`src/rtl/lc3_ctrl_pkg.sv`:
```
`default_nettype none
// ============================================================================
//  Module      : lc3_ctrl_pkg
//  Description : Shared types and encodings for the LC-3 sequencing controller.
//                Optional feature macro used by the controller: LC3_CTRL_PERF_EN
//  Revision    : 1.0  initial release
// ============================================================================
package lc3_ctrl_pkg;

    typedef enum logic [3:0] {
        IDLE      = 4'd0,
        FETCH     = 4'd1,
        DECODE    = 4'd2,
        EXECUTE   = 4'd3,
        MEM_IND   = 4'd4,
        MEM_RD    = 4'd5,
        MEM_WR    = 4'd6,
        WRITEBACK = 4'd7,
        UPDATE_PC = 4'd8
    } state_t;

    localparam logic [3:0] c_OP_BR  = 4'b0000;
    localparam logic [3:0] c_OP_ADD = 4'b0001;
    localparam logic [3:0] c_OP_LD  = 4'b0010;
    localparam logic [3:0] c_OP_ST  = 4'b0011;
    localparam logic [3:0] c_OP_AND = 4'b0101;
    localparam logic [3:0] c_OP_LDR = 4'b0110;
    localparam logic [3:0] c_OP_STR = 4'b0111;
    localparam logic [3:0] c_OP_NOT = 4'b1001;
    localparam logic [3:0] c_OP_LDI = 4'b1010;
    localparam logic [3:0] c_OP_STI = 4'b1011;
    localparam logic [3:0] c_OP_JMP = 4'b1100;
    localparam logic [3:0] c_OP_LEA = 4'b1110;

    localparam logic [1:0] c_MEMST_RD   = 2'd0;
    localparam logic [1:0] c_MEMST_IND  = 2'd1;
    localparam logic [1:0] c_MEMST_WR   = 2'd2;
    localparam logic [1:0] c_MEMST_IDLE = 2'd3;

    function automatic logic [1:0] mem_state_of(input state_t s);
        case (s)
            MEM_RD:  return c_MEMST_RD;
            MEM_IND: return c_MEMST_IND;
            MEM_WR:  return c_MEMST_WR;
            default: return c_MEMST_IDLE;
        endcase
    endfunction

endpackage
`default_nettype wire

```
`src/rtl/lc3_op_classifier.sv`:
```
`default_nettype none
// ============================================================================
//  Module      : lc3_op_classifier
//  Description : Combinational LC-3 opcode classification for the sequencer.
//  Revision    : 1.0  initial release
// ============================================================================
module lc3_op_classifier
    import lc3_ctrl_pkg::*;
(
    input  logic [3:0] opcode,
    output logic       is_alu,
    output logic       is_ld,
    output logic       is_st,
    output logic       is_ind,
    output logic       is_ctl
);

    // LDI/STI also flag is_ld/is_st so the indirect phase knows where to go next
    always_comb begin
        is_alu = 1'b0;
        is_ld  = 1'b0;
        is_st  = 1'b0;
        is_ind = 1'b0;
        is_ctl = 1'b0;
        case (opcode)
            c_OP_ADD, c_OP_AND, c_OP_NOT, c_OP_LEA: is_alu = 1'b1;
            c_OP_LD,  c_OP_LDR:                     is_ld  = 1'b1;
            c_OP_ST,  c_OP_STR:                     is_st  = 1'b1;
            c_OP_LDI: begin
                is_ind = 1'b1;
                is_ld  = 1'b1;
            end
            c_OP_STI: begin
                is_ind = 1'b1;
                is_st  = 1'b1;
            end
            c_OP_BR,  c_OP_JMP:                     is_ctl = 1'b1;
            default: ;
        endcase
    end

endmodule
`default_nettype wire

```
`src/rtl/lc3_seq_controller.sv`:
```
`default_nettype none
// ============================================================================
//  Module      : lc3_seq_controller
//  Description : LC-3 multi-cycle sequencer; one instruction in flight, outputs
//                are registered decodes of the state. Optional retired-
//                instruction counter enabled by LC3_CTRL_PERF_EN.
//  Revision    : 1.0  initial release
// ============================================================================
module lc3_seq_controller
    import lc3_ctrl_pkg::*;
#(
    parameter int INSTR_W    = 16,
    parameter int PSR_W      = 3,
    parameter int PERF_CNT_W = 32
) (
    input  logic                  clock,
    input  logic                  reset,
    input  logic                  complete_instr,
    input  logic                  complete_data,
    input  logic [INSTR_W-1:0]    IR,
    input  logic [PSR_W-1:0]      psr,
    output logic                  enable_fetch,
    output logic                  enable_decode,
    output logic                  enable_execute,
    output logic                  enable_writeback,
    output logic                  enable_updatePC,
    output logic                  br_taken,
    output logic [1:0]            mem_state
`ifdef LC3_CTRL_PERF_EN
    ,
    output logic [PERF_CNT_W-1:0] instr_retired
`endif
);

    // Only the opcode and the branch condition field are needed after EXECUTE
    localparam int c_IRQ_W = 4 + PSR_W;

    state_t             r_state;
    state_t             w_state_next;
    logic [c_IRQ_W-1:0] r_ir_q;
    logic [c_IRQ_W-1:0] w_ir_sel;
    logic [3:0]         w_opcode;
    logic [PSR_W-1:0]   w_cond;
    logic               w_is_alu;
    logic               w_is_ld;
    logic               w_is_st;
    logic               w_is_ind;
    logic               w_is_ctl;
    logic               w_unused_ir;

    logic               w_en_fetch;
    logic               w_en_decode;
    logic               w_en_execute;
    logic               w_en_writeback;
    logic               w_en_updatepc;
    logic               w_br_next;
    logic [1:0]         w_mem_next;

    // During EXECUTE the value being captured is used directly so the
    // branch out of EXECUTE sees the same instruction that ir_q will hold.
    assign w_ir_sel    = (r_state == EXECUTE) ? IR[INSTR_W-1 -: c_IRQ_W] : r_ir_q;
    assign w_opcode    = w_ir_sel[c_IRQ_W-1 -: 4];
    assign w_cond      = w_ir_sel[PSR_W-1:0];
    assign w_unused_ir = ^IR[INSTR_W-c_IRQ_W-1:0];

    lc3_op_classifier u_classifier (
        .opcode (w_opcode),
        .is_alu (w_is_alu),
        .is_ld  (w_is_ld),
        .is_st  (w_is_st),
        .is_ind (w_is_ind),
        .is_ctl (w_is_ctl)
    );

    // State register; outputs are registered from the next-state decode so
    // each one is high for exactly the cycles spent in its state.
    always_ff @(posedge clock or negedge reset) begin
        if (!reset) begin
            r_state          <= IDLE;
            r_ir_q           <= '0;
            enable_fetch     <= 1'b0;
            enable_decode    <= 1'b0;
            enable_execute   <= 1'b0;
            enable_writeback <= 1'b0;
            enable_updatePC  <= 1'b0;
            br_taken         <= 1'b0;
            mem_state        <= c_MEMST_IDLE;
        end else begin
            r_state          <= w_state_next;
            if (r_state == EXECUTE) begin
                r_ir_q <= IR[INSTR_W-1 -: c_IRQ_W];
            end
            enable_fetch     <= w_en_fetch;
            enable_decode    <= w_en_decode;
            enable_execute   <= w_en_execute;
            enable_writeback <= w_en_writeback;
            enable_updatePC  <= w_en_updatepc;
            br_taken         <= w_br_next;
            mem_state        <= w_mem_next;
        end
    end

    always_comb begin
        w_state_next = r_state;
        case (r_state)
            IDLE:      w_state_next = FETCH;
            FETCH:     if (complete_instr) w_state_next = DECODE;
            DECODE:    w_state_next = EXECUTE;
            EXECUTE: begin
                if (w_is_ind)      w_state_next = MEM_IND;
                else if (w_is_ld)  w_state_next = MEM_RD;
                else if (w_is_st)  w_state_next = MEM_WR;
                else if (w_is_alu) w_state_next = WRITEBACK;
                else               w_state_next = UPDATE_PC;
            end
            MEM_IND:   if (complete_data) w_state_next = w_is_ld ? MEM_RD : MEM_WR;
            MEM_RD:    if (complete_data) w_state_next = WRITEBACK;
            MEM_WR:    if (complete_data) w_state_next = UPDATE_PC;
            WRITEBACK: w_state_next = UPDATE_PC;
            UPDATE_PC: w_state_next = FETCH;
            default:   w_state_next = IDLE;
        endcase
    end

    always_comb begin
        w_en_fetch     = (w_state_next == FETCH);
        w_en_decode    = (w_state_next == DECODE);
        w_en_execute   = (w_state_next == EXECUTE);
        w_en_writeback = (w_state_next == WRITEBACK);
        w_en_updatepc  = (w_state_next == UPDATE_PC);
        w_mem_next     = mem_state_of(w_state_next);
        w_br_next      = 1'b0;
        if ((w_state_next == UPDATE_PC) && w_is_ctl) begin
            w_br_next = (w_opcode == c_OP_JMP) || (|(psr & w_cond));
        end
    end

`ifdef LC3_CTRL_PERF_EN
    logic [PERF_CNT_W-1:0] r_instr_retired;

    always_ff @(posedge clock or negedge reset) begin
        if (!reset) begin
            r_instr_retired <= '0;
        end else if (r_state == UPDATE_PC) begin
            r_instr_retired <= r_instr_retired + 1'b1;
        end
    end

    assign instr_retired = r_instr_retired;
`else
    logic [PERF_CNT_W-1:0] w_unused_perf;
    assign w_unused_perf = '0;
`endif

endmodule
`default_nettype wire

```
`config.mk`:
```
export PLATFORM = sky130hd
export DESIGN_NAME = lc3_seq_controller
export DESIGN_NICKNAME = d
export VERILOG_FILES = /design/src/rtl/lc3_ctrl_pkg.sv /design/src/rtl/lc3_op_classifier.sv /design/src/rtl/lc3_seq_controller.sv
export SDC_FILE = /design/constraint.sdc
export NUM_CORES = 1
export LEC_CHECK = 0
export BUFFER_PORTS_ARGS = -buffer_cell sky130_fd_sc_hd__buf_2
export CORE_AREA = 4 4 50 52
export CTS_BUF_LIST = sky130_fd_sc_hd__clkbuf_16
export DETAILED_ROUTE_END_ITERATION = 8
export DIE_AREA = 0 0 54 56
export PLACE_DENSITY = 0.78
export RECOVER_POWER = 25
export SYNTH_ARGS = -nofsm -noshare
export SYNTH_HDL_FRONTEND = slang
export SYNTH_SLANG_ARGS = --single-unit
```
`constraint.sdc`:
```
create_clock -name clock -period 1.98 [get_ports clock]
set_input_delay 0.198 -clock clock [delete_from_list [all_inputs] [get_ports clock]]
set_output_delay 0.198 -clock clock [all_outputs]
set_load 0.03 [all_outputs]
```
==> results of run 1 <==
-- cell families (layout without fill, tap and decap cells) --
kind of cell,after synthesis,after routing,share of synthesized area [%]
multiplexers,4,4,5.144
AO/OA/AOI/OAI,21,21,16.89
buffers and inverters,5,32,2.902
XOR/XNOR,1,1,0.9237
AND/OR/NAND/NOR,45,45,23.75
flip-flops,19,19,50.40
-- cell usage after synthesis --
| library cell | count |
|---|---|
| sky130_fd_sc_hd__a31o_2 | 1 |
| sky130_fd_sc_hd__mux2_2 | 3 |
| sky130_fd_sc_hd__nor3_1 | 2 |
| sky130_fd_sc_hd__nor3b_1 | 1 |
| sky130_fd_sc_hd__nand3_1 | 4 |
| sky130_fd_sc_hd__buf_6 | 1 |
| sky130_fd_sc_hd__o21ai_0 | 2 |
| sky130_fd_sc_hd__a41o_1 | 1 |
| sky130_fd_sc_hd__nand2_1 | 19 |
| sky130_fd_sc_hd__a22oi_2 | 1 |
| sky130_fd_sc_hd__mux2_4 | 1 |
| sky130_fd_sc_hd__buf_2 | 1 |
| sky130_fd_sc_hd__o31a_1 | 1 |
| sky130_fd_sc_hd__a32oi_1 | 1 |
| sky130_fd_sc_hd__o41ai_1 | 1 |
| sky130_fd_sc_hd__nor4_1 | 1 |
| sky130_fd_sc_hd__or2_0 | 1 |
| sky130_fd_sc_hd__a311o_1 | 1 |
| sky130_fd_sc_hd__o31ai_2 | 1 |
| sky130_fd_sc_hd__and2_1 | 1 |
| sky130_fd_sc_hd__clkbuf_1 | 2 |
| sky130_fd_sc_hd__a31oi_1 | 3 |
| sky130_fd_sc_hd__a22oi_1 | 2 |
| sky130_fd_sc_hd__nor2b_1 | 3 |
| sky130_fd_sc_hd__nor2_1 | 4 |
| sky130_fd_sc_hd__a211oi_1 | 1 |
| sky130_fd_sc_hd__nand3b_1 | 1 |
| sky130_fd_sc_hd__xor2_1 | 1 |
| sky130_fd_sc_hd__and3_1 | 2 |
| sky130_fd_sc_hd__o22ai_1 | 1 |
| sky130_fd_sc_hd__nand2b_1 | 5 |
| sky130_fd_sc_hd__dfstp_2 | 2 |
| sky130_fd_sc_hd__inv_1 | 1 |
| sky130_fd_sc_hd__and4bb_1 | 1 |
| sky130_fd_sc_hd__a21oi_1 | 3 |
| sky130_fd_sc_hd__o21a_1 | 1 |
| sky130_fd_sc_hd__dfrtp_1 | 17 |
-- through the flow --
step | setup slack (ps) | total power, mW | util [%]
after global placement | 332.0 | 1.455 | 52.35
after global routing | 195.8 | 2.018 | 56.51
after floorplan | 352.7 | 1.267 | -
after detailed placement | 312.6 | 1.480 | 52.35
after CTS | 279.0 | 1.891 | 56.57
final | 287.1 | 1.886 | 56.51
-- registers in the layout, indices dropped and copies added (netlist names) --
register and count:
br_taken 1, mem_state 2, enable_decode 1, enable_writeback 1, r_state 4, r_ir_q 7, enable_execute 1, enable_fetch 1
enable_updatePC 1
-- cell type report --
cell class | count | area [sq um] | area share [%]
clock buffers | 3 | 75.07 | 6.309
clock inverters | 1 | 3.754 | 0.3155
inverters | 1 | 3.754 | 0.3155
multi-input cells | 71 | 442.9 | 37.22
flip-flops and latches | 19 | 478.0 | 40.17
well taps | 28 | 35.03 | 2.944
repair buffers | 27 | 151.4 | 12.72
-- layer usage --
metal	global-route usage (%)	up-vias	wire length, um
met2	22.49	42	1008
met3	1.877	10	104
met4	9.964	0	73
li1	-	397	-
met1	16.10	390	761
met5	0	-	0
-- worst max path at each step --
stage | startpoint | endpoint | slack (ps) | cells after the start
after global routing | r_state[3] | mem_state[0] | 200 | 6
after floorplan | r_state[3] | br_taken | 350 | 6
after CTS | r_state[2] | mem_state[0] | 280 | 5
after global placement | r_state[2] | br_taken | 330 | 6
final | r_state[2] | mem_state[0] | 290 | 5
after detailed placement | r_state[2] | br_taken | 310 | 6
-- power groups by stage --
stage / clock (mW) / sequential, mW / combinational [mW]
finish: 0.393 / 0.614 / 0.879
CTS: 0.398 / 0.615 / 0.878
global placement: 0 / 0.612 / 0.843
detailed placement: 0 / 0.621 / 0.859
floorplan: 0 / 0.710 / 0.557
global route: 0.422 / 0.631 / 0.964
==> flow_results.org, run 1 <==
** Final layout
- Commonest non-fill, non-tap cell in the layout :: sky130_fd_sc_hd__buf_2
- Excluding fillers, the count of instances in the completed layout stands at 150.
- Total number of nets in the final design :: 146
- Layout cell share with drive strength beyond 1 :: 30.33%
- Design Area, Final :: 1190 sq um
- Signed area change from the synthesized netlist to the final layout :: 25.46%
- Antenna diode instance count :: 0
- After filler insertion, the fill cell instance count of the layout stands at 183.
- Leading cell types in the layout, fill and taps excluded :: 20 x sky130_fd_sc_hd__buf_2, 19 x sky130_fd_sc_hd__nand2_1, 17 x sky130_fd_sc_hd__dfrtp_1

** Global routing
- All-layer global routing usage :: 13.90%
- The first global-routing pass estimated 3146 um of wire.
- The number of global-route vias before repair came to 793.
- Global routing finished with a remaining overflow of 0.
- The number of antenna violations at the first check in global routing was 0.
- Maximum number of pins on one net before global-route repair :: 20

** Placed design
- After detailed placement, the total cell area comes to 1102 sq um.
- At the end of routability-driven placement, the weighted congestion stood at 0.8546.
- Port-buffer cells :: 21
- Summed over all nets, the half-perimeter wirelength after detailed placement is 1395 um.
- Number of placed instances with taps included :: 145

** Hold path
- Instance count along the most critical hold path :: 2
- Hold Crit Start :: IR[9]
- Worst min path class :: input pin to flip-flop
- The path with the worst hold slack has its endpoint at r_ir_q[0].

** Timing
- Shortest clock period the worst path allows after layout :: 1693 ps
- For the final database, setup skew stands at 1.391 ps.
- After layout, the worst path uses 85.50% of the clock period.
- Setup repair after global routing left no endpoint under its margin.
- The number of pins exceeding their max-slew limit in the final report came to 0.
- Slew of the pin with the lowest slew margin :: 959.7 ps
- Achievable Freq :: 590.7 MHz
- Tightest hold margin :: 203.3 ps
- Rel. slew slack :: 36.02%
- Setup violations remaining at the end of the flow were counted as 0.
- Aggregate negative setup slack :: 0 ps
- Final hold violations :: 0

** Run status
- Outcome :: completed

** Yosys
- Post-synthesis instance total :: 95
- The netlist uses 37 different library cells.
- After synthesis, the largest area contributor takes up 44.85% of total cell area.
- Mean cell area of the mapped netlist :: 9.983 sq um
- In this run, synthesis produced a sequential element count of 19.
- The number of nets handed over by synthesis was 118.
- Post-synth top area cell :: sky130_fd_sc_hd__dfrtp_1
- By area the synthesized netlist is led by sky130_fd_sc_hd__dfrtp_1 45%, sky130_fd_sc_hd__nand2_1 7.5%, sky130_fd_sc_hd__dfstp_2 5.5%.
- Cell area after synthesis :: 948.4 sq um
- Yosys printed 0 warnings.
- Sequential area share after synthesis :: 50.40%

** Power and ir drop
- Of the total power, the share spent switching nets is 37.14%.
- Registers are responsible for 32.6% of the overall power.
- Max rail drop VDD :: 737.8 uV
- Combinational fraction of design power :: 46.6%
- Share of power burned in the clock network :: 20.8%
- Summed over all nets, the switching power comes to 700.4 uW.
- Pint :: 1.186 mW
- PD cells :: 1585 nW/um^2
- Total leakage power :: 0.5704 nW

** Die
- Die W :: 54 um
- 31 I/O pins were placed.
- The floorplan step defined a die boundary enclosing 3024 sq um.
- The floorplan has 17 rows.
- From bottom edge to top edge, the die measures 56 um.
- Area inside the core boundary :: 2106 sq um
- The initial utilization of the core area, before any placement, comes to 45.04%.

** Clocking
- CTS Hold Bufs :: 1
- Clock-pin slew was measured on the worst setup and hold paths at 50 ps.
- Counting every sink on the clock net gives 19.
- TritonCTS built the clock tree.
- Clock tree synthesis inserted a total of 3 buffers.
- Setup Fix Bufs, Post-CTS :: 0
- CTS built an H-tree with a depth of 1.
- Worst-case clock buffer depth :: 2
- Source-to-sink clock delay at the later pin of the worst-skew pair :: 240 ps
- Post-cts gate resize count :: 0
- Clock Tree Root :: sky130_fd_sc_hd__clkbuf_16

** Critical path
- Worst reg2reg endpoint :: mem_state[0]
- Delay-heaviest family, CP :: compound AO/OA/AOI/OAI gates
- Delay of the slowest critical-path stage :: 390 ps
- Critical path arrival :: 1840 ps
- STA puts the critical path data required time at 2130 ps.
- The startpoint identified for the worst register-to-register timing path is r_state[2].
- STA classifies the critical path endpoint as a flip-flop.
- Critical path launch point type :: flip-flop
- Counting both buffers and inverters, the worst setup path holds a total of 1.
- Critical Path Fanout Max :: 10
- The setup path with the least slack is of type flip-flop to flip-flop.
- On the critical path, the stage with the largest delay is an instance of sky130_fd_sc_hd__o31ai_2.
- Number of cells on the worst reg-to-reg path :: 5
- Across all register-to-register paths, the minimum setup slack is 290 ps.
- Walking the worst path, the cells encountered are buf_4 > a311o_1 > o31ai_2 > nor3b_1 > a31oi_1.

** Routing
- After detailed routing, the total wire length is 1949 um.
- Routed via count :: 839
- Wirelength per Cell :: 12.99 um
- Once detail routing completed, the nets flagged for antenna violations numbered 0.
- Number of detailed-routing iterations run before antenna repair :: 4
- Iter 0 DRT Violations :: 38
- Mean number of vias per cell :: 5.593
- Detailed-route DRC error count :: 0

** Job
- Number of maximum-capacitance constraint violations :: 0
Power figures use the tool's default switching activity.
==> run 2: changes to the inputs <==
--- a/config.mk
+++ b/config.mk
@@ -5,12 +5,13 @@
 export SDC_FILE = /design/constraint.sdc
 export NUM_CORES = 1
 export LEC_CHECK = 0
+export ABC_AREA = 1
 export BUFFER_PORTS_ARGS = -buffer_cell sky130_fd_sc_hd__buf_2
-export CORE_AREA = 4 4 50 52
+export CORE_AREA = 4 4 65 67
 export CTS_BUF_LIST = sky130_fd_sc_hd__clkbuf_16
 export DETAILED_ROUTE_END_ITERATION = 8
-export DIE_AREA = 0 0 54 56
-export PLACE_DENSITY = 0.78
+export DIE_AREA = 0 0 69 71
+export PLACE_DENSITY = 0.55
 export RECOVER_POWER = 25
 export SYNTH_ARGS = -nofsm -noshare
 export SYNTH_HDL_FRONTEND = slang
==> run 2 against run 1 <==
- first-iteration DRC count shrank 21%
- non-clock buffer count stayed put
- sequential power increased by 2%
- clock skew is 2.6 ps higher
- global-route usage shrank 3.2 points
- register-to-register slack worse by 30 ps
- critical path depth grew 5
- largest cell class is now multi-input gates
- highest routed layer unchanged
==> flow_results.org, run 2 <==
** Critical path
- Worst reg2reg endpoint :: enable_fetch
- The worst-case reg-to-reg path depth came to 10 (+5).
- The worst setup path is captured at a flip-flop.
- Critical Path Fanout Max :: 6 (-4)
- Category of the most critical setup path :: flip-flop to flip-flop
- The arrival time of data at the critical path endpoint was 1910 ps (+70 ps).
- Worst Path Required :: 2160 ps (+30 ps)
- The worst setup slack for register-to-register paths was 250 ps (-30 ps).
- Critical register-to-register path startpoint :: r_state[2]
- Critical path launch point type :: flip-flop

** Power and ir drop
- PD cells :: 1771 nW/um^2 (+12%)
- Max rail drop VDD :: 521.0 uV (-29%)
- Design Power :: 2.409 mW (+28%)
- The static leakage power came to 0.7610 nW (+33%).

** Final layout
- From synthesis to final layout, the design area changed by 26.99%.
- Register bank with the most flops :: r_ir_q
- Multi-input logic area :: 510.5 sq um (+15%)
- The final standard cell utilization of the core came to 37.43% (-19 points).
- The number of flip-flops under the largest register name was 7 (unchanged).
- Number of non-filler instances in the completed layout :: 223 (+49%)
- Leaving out fill and tap cells, the most frequent cell in the layout is sky130_fd_sc_hd__nand2_1.
- In the final layout, the registers with the most flip-flops are r_ir_q (7), r_state (4), mem_state (2).
- Number of fill cells in the layout :: 412 (+130%)
- The sequential cell area is 478.0 sq um (unchanged).
- In the layout the commonest cells are 53 x sky130_fd_sc_hd__nand2_1, 21 x sky130_fd_sc_hd__inv_1, 20 x sky130_fd_sc_hd__buf_2.
- The number of nets in the layout is 199 (+36%).
- The number of diodes added for antenna fixing was 0 (unchanged).
- The layout cell share with drive strength beyond 1 was 25.14% (-5.2 points).

** Clocking
- Clk sink count :: 19 (unchanged)
- CTS clock-pin slew for the worst setup and hold paths :: 60 ps (about the same)
- CTS H-tree depth :: 1 (unchanged)
- Clock Tree Root :: sky130_fd_sc_hd__clkbuf_16
- The insertion delay of the later-clocked pin in the worst-skew pair is 250 ps (about the same).
- Clock tree from TritonCTS :: yes
- TritonCTS buffer count :: 3 (unchanged)
- The buffer levels on the longest clock path was 2 (unchanged).
- Setup Fix Bufs, Post-CTS :: 0 (unchanged)

** Timing
- The slack of the critical path came to 254.5 ps (-32.61 ps).
- Setup repair after global routing left no endpoint under its margin.
- Number of pins with negative max-slew slack in the final report :: 0 (unchanged)
- Final hold violations :: 0 (unchanged)
- The remaining max-slew budget at the tightest pin is 29.93% (-6.1 points).
- The worst clock skew was 4.019 ps (+2.628 ps).
- The minimum clock period after layout came to 1726 ps (+32.61 ps).
- The final setup violation count is 0 (unchanged).
- The part of the cycle the worst path needs is 87.15% (+1.6 points).
- Slew of the pin with the lowest slew margin :: 1051 ps (+91.36 ps)
- Achievable Freq :: 579.5 MHz (-1.9%)
- The final total negative setup slack came to 0 ps (unchanged).

** Hold path
- Hold Crit Start :: IR[10]
- The min-delay analysis places its worst path in the category input pin to flip-flop.
- Instance count along the most critical hold path :: 3 (+1)
- For hold timing, the worst endpoint is r_ir_q[1].

** Job
- The max capacitance violation total was 0 (unchanged).

** Die
- IO Count :: 31 (unchanged)
- Area inside the core boundary :: 3633 sq um (+73%)
- The die area came to 4899 sq um (+62%).
- Die W :: 69 um (+28%)
- The die extent in y came to 71 um (+27%).
- Initial cell density of the core :: 29.48% (-16 points)
- # rows :: 22 (+5)

** Routing
- Routed via count :: 954 (+14%)
- Detailed-routed wire length on met3 :: 122 um (+17%)
- The number of detailed-route iterations in the first pass was 4 (unchanged).
- The post-detailed-route wirelength per cell came to 10.42 um (-20%).
- The number of design rule violations left after detail routing was 0 (unchanged).
- The detailed router used layers up to and including met4.
- The detailed router's first-iteration violation count was 30 (-21%).
- The via count normalized by instance count is 4.278 (-24%).
- Antenna-violating nets left :: 0 (unchanged)
- DR WL met2 :: 1025 um (+1.7%)
- The met1 wire length came to 1141 um (+50%).
- Total Routed Length :: 2324 um (+19%)

** Run status
- The flow ran to the end, and the final reports show no timing, DRC or antenna violations.

** Placed design
- Final GP Congestion :: 0.8443 (-1.2%)
- The HPWL reported at the end of detailed placement is 1776 um (+27%).
- The post-placement setup slack was 156.4 ps (-156.2 ps).
- Number of placed instances with taps included :: 218 (+50%)
- Port-buffer cells :: 21 (unchanged)

** Global routing
- The number of antenna violations at the first check in global routing was 0 (unchanged).
- The total global routing track utilization is 10.74% (-3.2 points).
- The first-pass GRT wire length came to 4264 um (+36%).
- Overflow left after global routing :: 0 (unchanged)
- The pin count of the biggest net entering global routing came to 20 (unchanged).
- The number of global-route vias before repair came to 951 (+20%).

** Yosys
- Post-synthesis async set-or-reset flop share :: 100.0% (unchanged)
- Cell with the most instances after synthesis :: sky130_fd_sc_hd__nand2_1
- Number of synthesized flops with an enable pin :: 0 (unchanged)
- Yosys Warn Count :: 0 (unchanged)
- In the post-synthesis netlist, the biggest area contributors are sky130_fd_sc_hd__dfrtp_1 40%, sky130_fd_sc_hd__nand2_1 19%, sky130_fd_sc_hd__nand3_1 7.5%.
- The post-synthesis sequential element count is 19 (unchanged).
- Among all flip-flop cells after synthesis, the most frequent one is sky130_fd_sc_hd__dfrtp_1.
- The count of distinct cell types in the synthesized netlist is 22 (-41%).
- Synth cell count leaders :: 53 x sky130_fd_sc_hd__nand2_1, 20 x sky130_fd_sc_hd__inv_1, 17 x sky130_fd_sc_hd__dfrtp_1, 16 x sky130_fd_sc_hd__nand3_1, 9 x sky130_fd_sc_hd__nor2_1
- Net count after synthesis :: 168 (+42%)
- Post-synth top area cell :: sky130_fd_sc_hd__dfrtp_1
- The post-synth design cell area was 1071 sq um (+13%).
- The fraction of post-synthesis cell area in the top cell type by area came to 39.72% (-5.1 points).
- The sequential element share of the synthesized area was 44.63% (-5.8 points).
- The synthesized netlist cell count came to 145 (+53%).
- The synthesized area divided by synthesized cell count is 7.386 sq um (-26%).
## run 2: layout make-up
cell class / count / area share (%)
Clock inverter: 1 / 0.2760
Inverter: 21 / 5.980
Multi-Input combinational cell: 104 / 37.53
Clock buffer: 3 / 5.520
Tap cell: 48 / 4.416
Sequential cell: 19 / 35.14
Timing Repair Buffer: 27 / 11.13
## run 2: metal layers
metal,GRT usage (%),up-vias
met5,0,-
met4,3.905,0
met3,3.125,4
met2,17.06,18
met1,13.88,418
li1,-,514
## run 2: through the flow
step	cell area [sq um]	hold WS, ps
final	1360	158.8
after global routing	1360	175.0
after CTS	1351	155.8
after detailed placement	1262	170.9
after global placement	1262	168.6
after floorplan	1071	-97.59
## run 2: how the worst max path moves through the flow
stage	from	endpoint	cells after the start
floorplan	r_state[3]	enable_fetch	12
global placement	r_state[0]	mem_state[0]	11
CTS	r_state[0]	mem_state[0]	11
detailed placement	r_state[0]	mem_state[0]	11
finish	r_state[2]	enable_fetch	10
global route	r_state[0]	enable_fetch	11
## run 2: report_power, final
part           switching [mW]  total, mW  internal [mW]
registers              0.0731      0.626          0.553
logic                   0.897       1.36          0.467
clock network           0.150      0.419          0.269
## run 2: worst max-delay path, stage by stage (launching register included)
cell and delay [ps]:
sky130_fd_sc_hd__dfrtp_1 420, sky130_fd_sc_hd__nor2_4 230, sky130_fd_sc_hd__buf_4 180, sky130_fd_sc_hd__nand3_1 70
sky130_fd_sc_hd__nand2_1 200, sky130_fd_sc_hd__nand2_1 100, sky130_fd_sc_hd__nand2_1 140, sky130_fd_sc_hd__o21ai_2 90
sky130_fd_sc_hd__inv_1 80, sky130_fd_sc_hd__nand2_1 50, sky130_fd_sc_hd__nor2_1 90
## run 2: repair_timing
| action | CTS | global route |
|---|---|---|
| endpoints found under the setup margin | 0 | 4 |
| hold buffers | 1 | 0 |
| endpoints found under the hold margin | 17 | 0 |
| gates resized for setup | 0 | 2 |
## run 2: kinds of logic (layout without fill, tap and decap cells)
| group | Yosys count | in the layout | synth area share [%] |
|---|---|---|---|
| compound gates | 8 | 8 | 4.907 |
| buf+inv | 22 | 52 | 8.527 |
| flops | 19 | 19 | 44.63 |
| simple gates | 96 | 96 | 41.94 |
==> run 3: changes to the inputs <==
--- a/config.mk
+++ b/config.mk
@@ -7,10 +7,10 @@
 export LEC_CHECK = 0
 export ABC_AREA = 1
 export BUFFER_PORTS_ARGS = -buffer_cell sky130_fd_sc_hd__buf_2
-export CORE_AREA = 4 4 65 67
+export CORE_AREA = 4 4 60 73
 export CTS_BUF_LIST = sky130_fd_sc_hd__clkbuf_16
 export DETAILED_ROUTE_END_ITERATION = 8
-export DIE_AREA = 0 0 69 71
+export DIE_AREA = 0 0 64 77
 export PLACE_DENSITY = 0.55
 export RECOVER_POWER = 25
 export SYNTH_ARGS = -nofsm -noshare
==> run 3 against run 2 <==
- power fell by 2.1%
- register-to-register slack got worse by 30 ps
- sequential share of layout area rose by 0.29 points
- routed wire length fell by 1.6%
- first-iteration DRC count fell by 6.7%
- critical path depth rose by 2
- clock power barely moved
- critical endpoint unchanged
==> flow_results.org, run 3 (same netlist as run 2, synthesis figures left out) <==
** Run status
- The flow ran to the end, and the final reports show no timing, DRC or antenna violations.

** Timing
- The worst clock skew was 3.160 ps (-0.8592 ps).
- The final setup violation count was 0 (unchanged).
- Slew of the pin with the lowest slew margin :: 1036 ps (-15.06 ps)
- The minimum clock period after layout was 1755 ps (+29.23 ps).
- The timing-limited maximum frequency came to 569.9 MHz (-1.7%).
- Aggregate negative setup slack :: 0 ps (unchanged)
- Rel. slew slack :: 30.93% (+1.0 points)
- Number of pins with negative max-slew slack in the final report :: 0 (unchanged)
- The part of the cycle the worst path needs came to 88.62% (+1.5 points).
- Setup repair after global routing left no endpoint under its margin.
- Final hold violations :: 0 (unchanged)

** Global routing
- Via count of the first global-routing pass :: 995 (+4.6%)
- After global routing, the most crowded layer is met2.
- Global Route met2 Usage :: 19.44% (+2.4 points)
- Fraction of met1 tracks used by global routing :: 12.05% (-1.8 points)
- Antenna violations before repair :: 0 (unchanged)
- Wire length of the first global-routing pass :: 4236 um (-0.66%)
- The global-route met3 utilization came to 2.485% (-0.64 points).
- The pin count of the biggest net entering global routing came to 20 (unchanged).
- All-layer global routing usage :: 10.86% (+0.12 points)
- Overflow left after global routing :: 0 (unchanged)

** Placed design
- The count of input and output buffers is 21 (unchanged).
- The global placer's final weighted congestion is 0.8005 (-5.2%).
- The HPWL reported at the end of detailed placement is 1836 um (+3.4%).

** Critical path
- Critical Path Fanout Max :: 8 (+2)
- Kind of capture point of the worst setup path :: flip-flop
- Critical path launch point type :: flip-flop
- Worst Path Required :: 2120 ps (-40 ps)
- The worst setup path is of the flip-flop to flip-flop kind.
- The arrival time of data at the critical path endpoint was 1900 ps (about the same).

** Die
- # rows :: 24 (+9.1%)
- Area inside the core boundary :: 3633 sq um (unchanged)
- Initial cell density of the core :: 29.48% (unchanged)
- The die extent in y was 77 um (+8.5%).
- Total Die Area :: 4928 sq um (+0.59%)
- The total I/O pin count was 31 (unchanged).
- Die W :: 64 um (-7.2%)

** Hold path
- The tightest min-delay check is of the input pin to flip-flop type.

** Power and ir drop
- The net load switching power is 1.091 mW (-2.6%).
- PD cells :: 1748 nW/um^2 (-1.3%)
- The largest voltage drop on the vdd net is 530.6 uV (+1.8%).
- Reg power frac :: 26.3% (+0.3 points)
- Switching part of the total :: 46.29% (-0.21 points)
- Share of power burned in the clock network :: 17.7% (+0.3 points)
- The combinational cell fraction of total power is 56.0% (-0.6 points).
- Design Power :: 2.358 mW (-2.1%)
- Total leakage power :: 0.7555 nW (-0.72%)
- Pint :: 1.267 mW (-1.7%)

** Final layout
- Leaving out fill and tap cells, the most frequent cell in the layout is sky130_fd_sc_hd__nand2_1.
- The count of filler cells inserted in the layout came to 409 (-0.73%).
- From synthesis to final layout, the design area changed by 25.93%.
- Antenna diode instance count :: 0 (unchanged)
- Total number of nets in the final design :: 198 (-0.50%)
- Largest regs :: r_ir_q (7), r_state (4), mem_state (2)
- Final Util :: 37.12% (-0.31 points)
- Register bank with the most flops :: r_ir_q
- Number of flip-flops in the largest register :: 7 (unchanged)
- The layout cell share with drive strength beyond 1 is 25.29% (+0.14 points).
- The top cell types in the final layout, fill and taps aside, are 53 x sky130_fd_sc_hd__nand2_1, 20 x sky130_fd_sc_hd__inv_1, 20 x sky130_fd_sc_hd__buf_2.

** Clocking
- The number of CTS-inserted buffers is 3 (unchanged).
- Post-cts gate resize count :: 0 (unchanged)
- The total of hold buffers inserted after clock tree synthesis came to 1 (unchanged).
- CTS H-tree depth :: 1 (unchanged)
- The insertion delay of the later-clocked pin in the worst-skew pair came to 250 ps (about the same).
- CTS clock-pin slew for the worst setup and hold paths :: 60 ps (about the same)
- The number of sinks handled by clock tree synthesis came to 19 (unchanged).
- Worst-case clock buffer depth :: 2 (unchanged)
- TritonCTS built the clock tree.
- The root buffer cell chosen for the clock tree is sky130_fd_sc_hd__clkbuf_16.
- Setup Fix Bufs, Post-CTS :: 0 (unchanged)

** Routing
- The number of design rule violations left after detail routing came to 0 (unchanged).
- The detailed router's first-iteration violation count was 28 (-6.7%).
- The overall routed net length was 2286 um (-1.6%).
- Wirelength per Cell :: 10.12 um (-2.9%)
- The via count came to 957 (+0.31%).
- The number of detailed-route iterations in the first pass came to 4 (unchanged).
- Antenna-violating nets left :: 0 (unchanged)
- The via count normalized by instance count was 4.235 (-1.0%).

** Job
- The max capacitance violation total was 0 (unchanged).
==> run 3: path summary, 6_finish.rpt <==
kind / start / endpoint / slack [ps] / cells after the start
hold reg to reg: r_ir_q[1] / r_ir_q[1] / 480 / 2
setup / recovery: r_state[0] / enable_fetch / 230 / 12
setup reg to reg: r_state[0] / enable_fetch / 230 / 12
max in group asynchronous: reset / r_ir_q[2] / 690 / 2
min in group asynchronous: reset / enable_decode / 660 / 2
hold / removal: IR[10] / r_ir_q[1] / 170 / 3
==> run 3: routing by layer <==
layer	share of wire, %	up-vias
li1	-	507
met2	52	18
met5	0	-
met1	42	428
met3	4.0	4
met4	1.7	0
==> run 3: critical path, stage by stage (launching register included) <==
cell	delay [ps]
sky130_fd_sc_hd__dfrtp_1	430
sky130_fd_sc_hd__nand2_2	100
sky130_fd_sc_hd__clkinv_2	130
sky130_fd_sc_hd__nand2_4	140
sky130_fd_sc_hd__nand2_1	60
sky130_fd_sc_hd__nand2_1	130
sky130_fd_sc_hd__nand2_2	130
sky130_fd_sc_hd__nand2_1	90
sky130_fd_sc_hd__nand2_1	100
sky130_fd_sc_hd__o21ai_2	170
sky130_fd_sc_hd__inv_1	70
sky130_fd_sc_hd__nand2_1	60
sky130_fd_sc_hd__nor2_1	30
==> run 3: cell type report <==
type	count	area, sq um	share of cell area (%)
Multi-Input combinational cell	104	501.7	37.20
Sequential cell	19	478.0	35.44
Timing Repair Buffer	26	143.9	10.67
Inverter	21	80.08	5.937
Clock buffer	3	75.07	5.566
Tap cell	52	65.06	4.824
Clock inverter	1	5.005	0.3711
==> run 3: per-stage QoR <==
stage	instances	instance area, sq um	hold WS, ps	setup slack (ps)
4_1_cts	226	1350	173.0	202.7
3_5_place_dp	221	1260	170.1	215.0
2_1_floorplan	145	1071	-97.59	463.5
5_1_grt	226	1349	171.4	9.031
3_3_place_gp	221	1260	167.4	202.3
6_report	226	1349	171.3	225.2
==> run 3: power groups by stage <==
stage               Combinational, mW  Clock (mW)  Sequential [mW]
floorplan                       0.928           0            0.728
global placement                 1.34           0            0.627
detailed placement               1.34           0            0.629
CTS                              1.35       0.427            0.622
global route                     1.52       0.448            0.644
finish                           1.32       0.417            0.621
